<file path="config.mk">
export PLATFORM = sky130hd
export DESIGN_NAME = tt_um_divider4
export DESIGN_NICKNAME = d
export VERILOG_FILES = /design/src/rtl/tt_um_divider4.sv
export SDC_FILE = /design/constraint.sdc
export NUM_CORES = 1
export LEC_CHECK = 0
export ABC_AREA = 1
export BUFFER_PORTS_ARGS = -buffer_cell sky130_fd_sc_hd__buf_2
export CAP_MARGIN = 10
export CORE_UTILIZATION = 51
export DETAILED_ROUTE_END_ITERATION = 7
export PLACE_DENSITY_LB_ADDON = 0.3
export REMOVE_ABC_BUFFERS = 1
export SLEW_MARGIN = 20
export SYNTH_ARGS = -nofsm -noshare
export SYNTH_HDL_FRONTEND = slang
export SYNTH_SLANG_ARGS = --single-unit
export TNS_END_PERCENT = 100
</file>
<file path="constraint.sdc">
create_clock -name clk -period 2 [get_ports clk]
set_input_delay 0.1 -clock clk [delete_from_list [all_inputs] [get_ports clk]]
set_output_delay 0.1 -clock clk [all_outputs]
set_load 0.02 [all_outputs]
</file>
<file path="src/rtl/tt_um_divider4.sv">
// Sequential restoring shift-subtract divider on the TinyTapeout user-tile pinout: one quotient bit per clock.
// Optional two's-complement mode is enabled by defining DIVIDER_SIGNED_EN.
`timescale 1ns/1ps
module tt_um_divider4 #(
    parameter int WIDTH = 4
) (
    input  logic       clk,
    input  logic       rst_n,
    input  logic       ena,
    input  logic [7:0] ui_in,
    input  logic [7:0] uio_in,
    output logic [7:0] uo_out,
    output logic [7:0] uio_out,
    output logic [7:0] uio_oe
);
    localparam int CW = $clog2(WIDTH);

    typedef enum logic [1:0] {IDLE, RUN, DONE} state_t;

    // Visible to checkers bound by hierarchy.
    state_t state, state_nxt;

    logic [WIDTH-1:0] a_in, b_in, a_mag_in, b_mag_in;
    logic             start, accept;
    logic [WIDTH-1:0] qsh, b_mag, q_reg, r_reg;
    logic [WIDTH:0]   rem, t, rem_nxt;
    logic [CW-1:0]    cnt;
    logic             ge, busy, done, div0, ovf;
    logic [WIDTH-1:0] q_mag, q_fin, r_fin;
    logic             ovf_fin;
    logic             unused_in;

    assign a_in      = ui_in[3:0];
    assign b_in      = ui_in[7:4];
    assign start     = uio_in[0];
    assign accept    = start && (state != RUN);
    assign unused_in = &{1'b0, ena, uio_in[7:1]};

`ifdef DIVIDER_SIGNED_EN
    logic a_neg, b_neg;
    assign a_mag_in = a_in[WIDTH-1] ? (~a_in + 1'b1) : a_in;
    assign b_mag_in = b_in[WIDTH-1] ? (~b_in + 1'b1) : b_in;
`else
    assign a_mag_in = a_in;
    assign b_mag_in = b_in;
`endif

    // Datapath for one restoring step.
    always_comb begin
        t       = {rem[WIDTH-1:0], qsh[WIDTH-1]};
        ge      = (t >= {1'b0, b_mag});
        rem_nxt = ge ? (t - {1'b0, b_mag}) : t;
        q_mag   = {qsh[WIDTH-2:0], ge};
`ifdef DIVIDER_SIGNED_EN
        // Truncate toward zero; remainder follows the dividend's sign.
        q_fin   = (a_neg ^ b_neg) ? (~q_mag + 1'b1) : q_mag;
        r_fin   = a_neg ? (~rem_nxt[WIDTH-1:0] + 1'b1) : rem_nxt[WIDTH-1:0];
        ovf_fin = (q_mag == {1'b1, {(WIDTH-1){1'b0}}}) && !(a_neg ^ b_neg);
`else
        q_fin   = q_mag;
        r_fin   = rem_nxt[WIDTH-1:0];
        ovf_fin = 1'b0;
`endif
    end

    always_ff @(posedge clk or negedge rst_n) begin
        if (!rst_n) state <= IDLE;
        else        state <= state_nxt;
    end

    always_comb begin
        state_nxt = state;
        case (state)
            IDLE, DONE: if (start) state_nxt = (b_in == '0) ? DONE : RUN;
            RUN:        if (cnt == '0) state_nxt = DONE;
            default:    state_nxt = IDLE;
        endcase
    end

    always_comb begin
        busy = (state == RUN);
        done = (state == DONE);
    end

    always_ff @(posedge clk or negedge rst_n) begin
        if (!rst_n) begin
            qsh   <= '0;
            rem   <= '0;
            b_mag <= '0;
            cnt   <= '0;
            q_reg <= '0;
            r_reg <= '0;
            div0  <= 1'b0;
            ovf   <= 1'b0;
`ifdef DIVIDER_SIGNED_EN
            a_neg <= 1'b0;
            b_neg <= 1'b0;
`endif
        end else if (accept) begin
            div0 <= (b_in == '0);
            ovf  <= 1'b0;
`ifdef DIVIDER_SIGNED_EN
            a_neg <= a_in[WIDTH-1];
            b_neg <= b_in[WIDTH-1];
`endif
            if (b_in == '0) begin
                q_reg <= '1;
                r_reg <= a_in;
            end else begin
                qsh   <= a_mag_in;
                b_mag <= b_mag_in;
                rem   <= '0;
                cnt   <= CW'(WIDTH - 1);
            end
        end else if (state == RUN) begin
            qsh <= q_mag;
            rem <= rem_nxt;
            cnt <= cnt - 1'b1;
            if (cnt == '0) begin
                q_reg <= q_fin;
                r_reg <= r_fin;
                ovf   <= ovf_fin;
            end
        end
    end

    assign uo_out  = {r_reg, q_reg};
    assign uio_out = {3'b000, ovf, div0, done, busy, 1'b0};
    assign uio_oe  = 8'b0001_1110;
endmodule

</file>
# After elaboration in Yosys (flattened, before gate mapping)
# Cells that the tools add are included.
# Widths: inputs -> output; s select.
# op_classes
eq_ne	7
addsub	2
reduce_logical	12
magnitude_cmp	1
n_mux	25
bitwise_logic	1
# ops
cell	n
$mux 4	15
$mux 2	6
$reduce_and 2->1	4
$ne 2x1->1 const B	3
$ge 5x4->1	1
$logic_not 2->1	2
$logic_not 4->1	1
$ne 2x2->1 const B	2
$pmux 2 s2	1
$reduce_bool 2->1	2
$sub 4x4->4	1
$mux 1	3
$reduce_and 3->1	1
$eq 2x1->1 const B	1
$eq 2x2->1 const B	1
$reduce_or 2->1	1
$sub 2x1->2 const B	1
$logic_and 1x1->1	1
$not 1->1	1
# word_totals
wordCells	57
ff_bits	26
out_inout_bits	24
inputBits	19

# Depth between registers and ports, before layout
# Gate-level depths: netlist of run 1.
# depth
depth_word	5
ltp_mapped	12
depth_no_buf	12

# Worst setup path before layout of run 1
# No wires, ideal clock.
# synth_timing
path_type	register to register
startpoint	reg rem[1]
endpoint	reg r_reg[2]
stages_incl_launch_ff	10
path_slack_ns	0.418
period_less_slack_ns	1.582
required_time_ns	1.887
arrival_time_ns	1.469
n_path_buf	0
cell_sequence	dfrtp_1 ha_1 a21oi_1 nand2_1 nand2_1 nand2_1 nand3_1 nand3_1 nand2_1 inv_1
# synth_via
elab_chain_cells	5
# synth_lines
item	line_no	rtl
from (decl)	26	logic [WIDTH:0] rem, t, rem_nxt;
from (signal assigned)	117	rem <= rem_nxt;
$sub 4x4->4 / $ge 5x4->1 (equally long branches)	52, 51	
$mux 4 (*)	52	rem_nxt = ge ? (t - {1'b0, b_mag}) : t;
$mux 4 (*)	119	if (cnt == '0) begin
$mux 4 (*)	115	end else if (state == RUN) begin
$mux 4 (*)	99	end else if (accept) begin
to (signal assigned)	108	r_reg <= a_in;
to (signal assigned)	121	r_reg <= r_fin;
to (decl)	25	logic [WIDTH-1:0] qsh, b_mag, q_reg, r_reg;
# Every way passes the cells marked *; elsewhere a longest branch is shown, timed or not. The select of a mux whose other input is x is not followed.
# A chain may end at the register's enable or synchronous reset.

# Worst setup path after layout of run 1
# layout_timing
startpoint	reg rem[1]
endpoint	reg qsh[0]
# layout_via
elab_chain_cells	3
# layout_lines
item	line_no	rtl
$ge 5x4->1	51	ge = (t >= {1'b0, b_mag});
$mux 4	115	
$mux 4	99	
to (signal assigned)	110	qsh <= a_mag_in;
to (signal assigned)	116	qsh <= q_mag;
to (decl)	25	
# No other way between the ends. The select of a mux whose other input is x is not followed.

==> impl_results.md, run 1 <==
- Tcrit/Tclk final: 0.900
- Kind of cell adding the most delay to the critical path: compound AO/OA/AOI/OAI gates
- Cell depth of the worst min-delay path: 3
- Final Critical Period: 1.80 ns
- Clk Tree Root Cell: clkbuf_4
- Crit-path max cell delay: 0.43 ns
- Fin cells: 245
- Final WS setup: 0.200 ns
- Crit-path max FO: 5
- Vias post-DR: 1196
- Min-Delay Endpoint: b_mag[1]$_DFFE_PN0P_
- Clk_lat worst skew: 0.33 ns
- Data arrival, critical path: 2.02 ns
- VDD IR max: 1.01 mV
- Hold_ws: 0.0302 ns
- Max Slew Vio Count: 0
- Drt first pass iters: 4
- Outcome: complete, no violations
- Synth Area in Compound Gates: 0.0715
- Area growth, synth to finish: 8.43%
- Crit Path Class: reg2reg
- Mux cell area share after synthesis: 0
- Final Setup Violations: 0
- Synthesized area per cell: 7.66 µm²
- Placed insts: 238
- Starting Density: 0.538
- Pwr/cell area: 1610 mW/mm²
- Syn. warnings: 0
- Hold wc startpoint: ui_in[5]
- Routability cong.: 0.832
- Top cells by area, synth: dfrtp_1 (43%), nand2_1 (11%), buf_4 (8.2%)
- Worst-Margin Slew: 0.556 ns
- Post-Synth Simple-Gate Area: 0.263
- Final hold viol count: 0
- Pre-CTS worst setup slack: 0.241 ns
- Wirelength, routed: 2.73 mm
- Crit path top cell by count: nand2_1
- Port bufs: 21
- RSZ-0062 raised after global routing: no
- Post-synthesis adder-cell area fraction: 0.0562
- Crit end category: register
- CTS Buffer Depth: 2
- Top Ports: 43
- R2R Setup Slk: 0.20 ns
- ANT nets after route: 0
- Main combinational cell family by area after synthesis: simple AND/OR/NAND/NOR gates
- Clock Skews: 0.00646 ns
- Total negative slack: 0 ns
- Inserted Clock Buffers: 3
- Post-synthesis xor/xnor area fraction: 0.00596
- Pleak: 0.915 nW
- Cells after synthesis: 192
- Die X: 55.7 µm
- Crit-path cells: ha_1 -> a21oi_1 -> nand2_1 -> nand2_1 -> nand2_1 -> a21oi_1 -> o21ai_0
- Die extent in y: 55.7 µm
- Share of post-route cells with drive strength above 1: 0.150
- Netlist Area Pre-Place: 0.00147 mm²
- Seq/Total Area, Yosys: 0.426
- Finished Core Util: 0.583
- Synth Register Bits: 25
- Synth cell types: 23
- Final Cell Area: 0.00159 mm²
- Async set-or-reset flop fraction in the synthesized netlist: 1.00
- CP max stage cell: dfrtp_1
- DRC viols: 0
- Worst setup SP type: register
- Die area: 0.00310 mm²
- GR Overflow Total: 0
- Vias in the first global route: 1086
- Routed wire per std cell: 11.1 µm
- First-pass GRT wire length: 4.57 mm
- GRT Total Usage: 0.186
- Max-slew headroom: 0.629
- H-tree Lvls: 1
- Max Fclk: 556 MHz
- Layout Nets: 240
- # resized after CTS: 0
- Row cnt: 19
- Initial antenna violation count: 0
- Drt via density: 4.88
- Yosys top cell area share: 0.426
- Hold/Removal Path Class: in2reg
- CP required: 2.23 ns
- Worst r2r path cells: 7
- Clock transition at path regs: 0.15 ns
- Antenna cells: 0
- Crit path launch: rem[1]$_DFFE_PN0P_
- Area after DPL: 0.00153 mm²
- TritonCTS clock tree: yes
- Clock sinks: 25
- Total power: 2.56 mW
- EDFF count, synth: 0
- Core region area: 0.00273 mm²
- Post-synth top flop: dfrtp_1
- Starting DRT DRC Count: 27
- Largest net degree at the start of global routing: 26
- Post-DP HPWL: 2.08 mm
- Reg2reg end: qsh[0]$_DFFE_PN0P_
- Synth area leader: dfrtp_1
- Worst R2R Start: rem[1]$_DFFE_PN0P_
- Maxcap violations: 0
- CP Buf/Inv Count: 0
per-layer routing:
metal	share of wire	routed length, µm	track usage
met5	0	0	0
met2	0.50	1380	0.334
met3	0.049	135	0.0488
met1	0.44	1190	0.221
met4	0.0092	25	0.0429
placed cells by master, fill, tap and decap left out, drive strengths merged, types with 3 or more instances in the layout:
master | netlist | routed
conb | 2 | 13
nand3 | 13 | 13
a21oi | 6 | 6
clkbuf | 0 | 3
o21ai | 12 | 12
or2 | 4 | 4
dlygate4sd3 | 0 | 3
inv | 33 | 34
nor2 | 21 | 21
nand4 | 4 | 4
dfrtp | 25 | 25
buf | 18 | 22
nand2 | 44 | 44
ha | 5 | 5
how the worst max path moves through the flow:
| stage | to | slack, ns | depth (start not counted) |
|---|---|---|---|
| final | qsh[0]$_DFFE_PN0P_ | 0.20 | 7 |
| after detailed placement | qsh[0]$_DFFE_PN0P_ | 0.24 | 7 |
| after CTS | rem[2]$_DFFE_PN0P_ | 0.22 | 9 |
| after global routing | r_reg[2]$_DFFE_PN0P_ | 0.06 | 9 |
| after floorplan | r_reg[2]$_DFFE_PN0P_ | 0.42 | 9 |
| after global placement | qsh[0]$_DFFE_PN0P_ | 0.36 | 7 |
worst reg2reg max path: cells and delay by family (launching register included):
kind,cells,cell delay [ns]
AND/OR/NAND/NOR,3,0.31
flip-flops,1,0.43
AO/OA/AOI/OAI,3,0.61
adder cells (fa/ha/maj),1,0.34
cells by family after synthesis:
group | count (synthesis)
fa+ha+maj | 6
xor+xnor | 1
other cells | 2
compound gates | 20
simple gates | 87
flops | 25
buf+inv | 51
report_power, final:
part           internal (mW)  total, mW  switching, mW
Sequential             0.736      0.860          0.124
Combinational          0.512       1.45          0.940
Clock                 0.0817      0.250          0.168
cells in the mapped netlist (2+ instances only):
library cell	n
a21oi_1	6
buf_2	2
buf_4	16
conb_1	2
dfrtp_1	25
ha_1	5
inv_1	32
nand2_1	42
nand3_1	13
nand4_1	4
nor2_1	18
nor2_2	2
o21ai_0	12
or2_1	4
area by class of cell:
cell class                      instances  area, µm²
Fill cell                             237       1140
Multi-Input combinational cell        127        632
Sequential cell                        25        626
Timing Repair Buffer                   25        143
Inverter                               33        124
Tap cell                               31       38.8
Clock buffer                            3       22.5
Clock inverter                          1       8.76
what timing repair did:
item	CTS	global route
hold endpoints to repair	27	0
setup buffers	0	0
hold buffers	3	0
(Power assumes the default switching activity.)
==> run 2: changes to the inputs <==
--- a/config.mk
+++ b/config.mk
@@ -10,6 +10,7 @@
 export CAP_MARGIN = 10
 export CORE_UTILIZATION = 51
 export DETAILED_ROUTE_END_ITERATION = 7
+export GPL_TIMING_DRIVEN = 0
 export PLACE_DENSITY_LB_ADDON = 0.3
 export REMOVE_ABC_BUFFERS = 1
 export SLEW_MARGIN = 20
==> impl_results.md, run 2 (synthesis results as in run 1) <==
- Final Cell Area: 0.00159 mm² (-0.55%)
- Multi-input gate area: 632 µm² (unchanged)
- Worst-Margin Slew: 0.566 ns (+0.00971 ns)
- Routability cong.: 0.831 (-0.16%)
- Crit end category: register
- Maxcap violations: 0 (unchanged)
- Drt first pass iters: 4 (unchanged)
- Commonest non-fill, non-tap cells in the layout: nand2_1 (42), inv_1 (32), dfrtp_1 (25)
- GRT Total Usage: 0.186 (about the same)
- Sequential Area: 626 µm² (unchanged)
- Hold_ws: 0.0366 ns (+0.00642 ns)
- CTS Buffer Depth: 2 (unchanged)
- Clock Skews: 0.00925 ns (+0.00279 ns)
- Routed wire per std cell: 11.1 µm (-0.55%)
- Clk_lat worst skew: 0.32 ns (about the same)
- Final Setup Violations: 0 (unchanged)
- Row cnt: 19 (unchanged)
- Largest net degree at the start of global routing: 26 (unchanged)
- Post-DP HPWL: 2.04 mm (-1.8%)
- Max Slew Vio Count: 0 (unchanged)
- Top Ports: 43 (unchanged)
- Fillers: 243 (+2.5%)
- Final hold viol count: 0 (unchanged)
- Area growth, synth to finish: 7.83%
- Die area: 0.00310 mm² (unchanged)
- Clock sinks: 25 (unchanged)
- Crit Path Class: reg2reg
- DRC viols: 0 (unchanged)
- Crit path top cell by count: nand2_1
- Share of post-route cells with drive strength above 1: 0.146 (-0.00399)
- Postcts setup bufs: 0 (unchanged)
- Clock transition at path regs: 0.15 ns (about the same)
- Most common cell after layout, fill and taps aside: nand2_1
- Data arrival, critical path: 2.07 ns (+0.05 ns)
- Crit-path cells: ha_1 -> a21oi_1 -> nand2_1 -> nand2_1 -> nand2_1 -> a21oi_1 -> o21ai_0
- Crit-path max FO: 6 (+1)
- Crit-path max cell delay: 0.44 ns (about the same)
- Core region area: 0.00273 mm² (unchanged)
- RSZ-0062 raised after global routing: no
- Total power: 2.50 mW (-2.4%)
- Die extent in y: 55.7 µm (unchanged)
- Vias in the first global route: 1123 (+3.4%)
- # resized after CTS: 0 (unchanged)
- CP required: 2.21 ns (-0.02 ns)
- Die X: 55.7 µm (unchanged)
- Starting Density: 0.538 (unchanged)
- ANT nets after route: 0 (unchanged)
- Worst setup SP type: register
- Starting DRT DRC Count: 23 (-15%)
- Area after DPL: 0.00153 mm² (-0.49%)
- Drt via density: 4.90 (+0.41%)
- Final Critical Period: 1.86 ns (+0.0644 ns)
- Pwr/cell area: 1580 mW/mm² (-1.9%)
- Initial antenna violation count: 0 (unchanged)
- TritonCTS clock tree: yes
- Layout Nets: 239 (-0.42%)
- Clk Tree Root Cell: clkbuf_4
- Port bufs: 21 (unchanged)
- Vias post-DR: 1196 (unchanged)
- Max Fclk: 536 MHz (-3.5%)
- GR Overflow Total: 0 (unchanged)
- First-pass GRT wire length: 4.62 mm (+1.1%)
- Inserted Clock Buffers: 3 (unchanged)
- Hold/Removal Path Class: in2reg
- Pleak: 0.906 nW (-0.97%)
- VDD IR max: 0.882 mV (-13%)
- Total negative slack: 0 ns (unchanged)
- Outcome: complete, no violations
- Max-slew headroom: 0.623 (-0.00648)
- H-tree Lvls: 1 (unchanged)
- Antenna cells: 0 (unchanged)
- Wirelength, routed: 2.70 mm (-0.95%)
- CTS hold repair buffers: 3 (unchanged)
- CP max stage cell: dfrtp_1
- Tcrit/Tclk final: 0.932 (+0.0322)
[run 2: path summary, 6_finish.rpt]
check | startpoint | endpoint | slack, ns | depth (start not counted)
max | rem[1]$_DFFE_PN0P_ | qsh[0]$_DFFE_PN0P_ | 0.14 | 7
min | ui_in[5] | b_mag[1]$_DFFE_PN0P_ | 0.04 | 3
max reg2reg | rem[1]$_DFFE_PN0P_ | qsh[0]$_DFFE_PN0P_ | 0.14 | 7
min reg2reg | b_mag[2]$_DFFE_PN0P_ | b_mag[2]$_DFFE_PN0P_ | 0.50 | 2
max in group asynchronous | rst_n | rem[3]$_DFFE_PN0P_ | 1.35 | 2
min in group asynchronous | rst_n | rem[2]$_DFFE_PN0P_ | 0.28 | 2
[run 2: through the flow]
| step | cells | utilization | setup WS, ns |
|---|---|---|---|
| 5_1_grt | 244 | 0.580 | 0.0400 |
| 6_report | 244 | 0.580 | 0.136 |
| 4_1_cts | 244 | 0.580 | 0.182 |
| 2_1_floorplan | 185 | - | 0.418 |
| 3_3_place_gp | 237 | 0.558 | 0.249 |
| 3_5_place_dp | 237 | 0.558 | 0.190 |
[run 2: final cells by class]
class                      count  area share
timing repair buffer          24      0.0852
inverter                      33      0.0781
tap                           31      0.0245
clock inverter                 1     0.00474
multi-input combinational    127       0.399
clock buffer                   3      0.0142
sequential                    25       0.395
[run 2: where the power goes]
part | switching (mW) | total, mW | internal [mW]
logic | 0.919 | 1.40 | 0.486
registers | 0.124 | 0.860 | 0.736
clock network | 0.159 | 0.235 | 0.0764
[run 2: worst max-delay path, delay by kind of cell (launching register included)]
family / cells / cell delay (ns)
AO/OA/AOI/OAI: 3 / 0.57
adder cells (fa/ha/maj): 1 / 0.35
flip-flops: 1 / 0.44
AND/OR/NAND/NOR: 3 / 0.40
[run 2: per-layer routing]
| layer | up-vias | share of wire | global-route usage |
|---|---|---|---|
| met4 | 0 | 0.010 | 0.0429 |
| met2 | 21 | 0.50 | 0.344 |
| met3 | 4 | 0.028 | 0.0279 |
| li1 | 608 | - | - |
| met1 | 563 | 0.46 | 0.227 |
| met5 | - | 0 | 0 |
==> run 3: changes to the inputs <==
--- a/config.mk
+++ b/config.mk
@@ -5,10 +5,10 @@
 export SDC_FILE = /design/constraint.sdc
 export NUM_CORES = 1
 export LEC_CHECK = 0
-export ABC_AREA = 1
 export BUFFER_PORTS_ARGS = -buffer_cell sky130_fd_sc_hd__buf_2
 export CAP_MARGIN = 10
-export CORE_UTILIZATION = 51
+export CORE_MARGIN = 2
+export CORE_UTILIZATION = 50
 export DETAILED_ROUTE_END_ITERATION = 7
 export GPL_TIMING_DRIVEN = 0
 export PLACE_DENSITY_LB_ADDON = 0.3
==> impl_results.md, run 3 <==
- Final Critical Period: 1.93 ns (+0.0694 ns)
- Clock transition at path regs: 0.14 ns (about the same)
- Synth Register Bits: 25 (unchanged)
- Max-slew headroom: 0.633 (+0.0106)
- Starting DRT DRC Count: 40 (+74%)
- Final Setup Violations: 0 (unchanged)
- Final hold viol count: 0 (unchanged)
- TritonCTS clock tree: yes
- Worst setup SP type: register
- Clk_lat worst skew: 0.33 ns (about the same)
- Syn. warnings: 0 (unchanged)
- Vias in the first global route: 1012 (-9.9%)
- Inserted Clock Buffers: 3 (unchanged)
- Layout Nets: 193 (-19%)
- Port bufs: 21 (unchanged)
- Drt first pass iters: 4 (unchanged)
- GR Overflow Total: 0 (unchanged)
- EDFF count, synth: 0 (unchanged)
- Total power: 2.84 mW (+14%)
- Total negative slack: 0 ns (unchanged)
- Combinational power share: 0.599 (+0.037)
- First-pass GRT wire length: 4.58 mm (-0.91%)
- Tcrit/Tclk final: 0.967 (+0.0347)
- Data arrival, critical path: 2.17 ns (+0.10 ns)
- Cells after synthesis: 144 (-25%)
- CP max stage cell: or4_4
- Starting Density: 0.519 (-0.0192)
- Most common cell after layout, fill and taps aside: dfrtp_1
- Post-DP HPWL: 2.08 mm (+1.7%)
- Row cnt: 19 (unchanged)
- Async set-or-reset flop fraction in the synthesized netlist: 1.00 (unchanged)
- Top Ports: 43 (unchanged)
- Crit-path cells: ha_2 -> or4_4 -> a21oi_4 -> or2_4 -> o211ai_1 -> a22o_1
- DRC viols: 0 (unchanged)
- Fin cells: 198 (-19%)
- Routed wire per std cell: 13.9 µm (+25%)
- Die extent in y: 57.2 µm (+2.8%)
- Top cells by area, synth: dfrtp_1 (44%), buf_4 (8.5%), a22o_1 (4.9%)
- Synth area leader: dfrtp_1
- Placed insts: 187 (-21%)
- Clock power frac: 0.085 (-0.009)
- Crit end category: register
- Max Fclk: 517 MHz (-3.6%)
- Int Pwr: 1.54 mW (+19%)
- Crit-path max cell delay: 0.54 ns (+0.10 ns)
- Commonest non-fill, non-tap cells in the layout: dfrtp_1 (25), buf_2 (21), nand2_1 (16)
- Pleak: 0.734 nW (-19%)
- Synthesized area per cell: 9.84 µm² (+29%)
- RSZ-0062 raised after global routing: yes
- Outcome: complete, no violations
- Sequential Power Share: 0.315 (-0.029)
- H-tree Lvls: 1 (unchanged)
- Sw Pwr: 1.30 mW (+8.0%)
- Wirelength, routed: 2.75 mm (+1.6%)
- Core region area: 0.00273 mm² (unchanged)
- Leading cell types by count after synthesis: dfrtp_1 (25), buf_4 (16), nand2_1 (16)
- Clock Skews: 0.00944 ns (+0.000197 ns)
- Antenna cells: 0 (unchanged)
- Drt via density: 5.51 (+12%)
- GRT Total Usage: 0.178 (-0.00773)
- Share of post-route cells with drive strength above 1: 0.222 (+0.0760)
- Crit-path max FO: 11 (+5)
- Switching fraction of total power: 0.457 (-0.0241)
- Post-synth top flop: dfrtp_1
- Die X: 57.2 µm (+2.8%)
- Hold/Removal Path Class: in2reg
- Maxcap violations: 0 (unchanged)
- Yosys top cell area share: 0.441 (+0.0158)
- Clk Tree Root Cell: clkbuf_4
- Pwr/cell area: 1820 mW/mm² (+15%)
- CP Buf/Inv Count: 0 (unchanged)
- CP required: 2.23 ns (+0.02 ns)
- Die area: 0.00328 mm² (+5.7%)
- Kind of cell adding the most delay to the critical path: simple AND/OR/NAND/NOR gates
- Vias post-DR: 1090 (-8.9%)
- Initial antenna violation count: 0 (unchanged)
- Most common cell in the netlist: dfrtp_1
- Routability cong.: 0.782 (-5.8%)
- Worst-Margin Slew: 0.550 ns (-0.0158 ns)
- Crit Path Class: reg2reg
- Seq/Total Area, Yosys: 0.441 (+0.0158)
- Max Slew Vio Count: 0 (unchanged)
- Largest net degree at the start of global routing: 26 (unchanged)
- Synth cell types: 37 (+61%)
- Area growth, synth to finish: 10.4%
- VDD IR max: 1.30 mV (+47%)
- Netlist Area Pre-Place: 0.00142 mm² (-3.6%)
- CTS Buffer Depth: 2 (unchanged)
- ANT nets after route: 0 (unchanged)
- Clock sinks: 25 (unchanged)
[run 3: changes by cell type after synthesis, sizes merged, moves of 3 or more]
cell | previous run | this run
a31oi | 0 | 4
nand4 | 4 | 0
o22a | 0 | 3
nand2 | 44 | 16
nand3 | 13 | 1
inv | 33 | 9
nor2 | 21 | 8
o211ai | 0 | 3
a22o | 0 | 8
or2 | 4 | 1
o21a | 1 | 4
[run 3: repair_timing]
item	CTS	global route
resized for setup	1	4
setup buffers	1	1
pin swaps	0	1
hold buffers	3	2
endpoints found under the setup margin	9	11
hold endpoints to repair	27	2
[run 3: final timing paths]
path	slack, ns	startpoint	cells past startpoint	to
hold reg to reg	0.48	cnt[0]$_DFFE_PN0P_	1	cnt[0]$_DFFE_PN0P_
max in group asynchronous	1.37	rst_n	2	b_mag[1]$_DFFE_PN0P_
hold / removal	0.01	ui_in[4]	2	b_mag[0]$_DFFE_PN0P_
setup reg to reg	0.07	rem[0]$_DFFE_PN0P_	6	r_reg[0]$_DFFE_PN0P_
setup / recovery	0.07	rem[0]$_DFFE_PN0P_	6	r_reg[0]$_DFFE_PN0P_
min in group asynchronous	0.27	rst_n	2	div0$_DFFE_PN0P_
[run 3: kinds of logic after synthesis]
logic type                 Yosys count  synth area share
AOI/OAI and AO/OA                   44             0.231
and+or+nand+nor                     34             0.112
buffers and inverters               30             0.132
DFF                                 25             0.441
adders and majority gates            6            0.0583
other                                2           0.00530
xor gates and xnor gates             2            0.0124
muxes                                1           0.00706
[run 3: worst reg2reg max path, cell delays in order (launching register included)]
cell and delay (ns):
dfrtp_1 0.45, ha_2 0.20, or4_4 0.54, a21oi_4 0.15
or2_4 0.20, o211ai_1 0.10, a22o_1 0.21
[run 3: stage by stage]
stage	instance area [µm²]	setup slack, ns	utilization	hold slack, ns
after detailed placement	1450	-0.0890	0.531	0.123
final	1570	0.0666	0.573	0.0147
after global routing	1570	-0.00753	0.573	0.00659
after CTS	1520	0.0373	0.557	0.000503
after global placement	1450	-0.00562	0.531	0.114
after floorplan	1310	0.137	-	-0.196
[run 3: power by group through the flow]
stage               Clock (mW)  Combinational, mW  Sequential (mW)
floorplan                    0               1.14            0.975
global placement             0               1.53            0.899
detailed placement           0               1.60            0.915
CTS                      0.247               1.63            0.898
global route             0.272               1.86            0.931
finish                   0.242               1.70            0.896
[run 3: cell type report]
type	count	area [µm²]
Fill cell	234	1170
Multi-Input combinational cell	100	663
Sequential cell	25	626
Timing Repair Buffer	28	170
Tap cell	31	38.8
Inverter	10	37.5
Clock buffer	3	22.5
Clock inverter	1	7.51
[run 3: per-layer routing]
layer / share of wire / global-route usage / up-vias
met1: 0.45 / 0.244 / 541
met2: 0.50 / 0.294 / 25
li1: - / - / 522
met4: 0.0095 / 0.0565 / 0
met3: 0.038 / 0.0249 / 2
met5: 0 / 0 / -
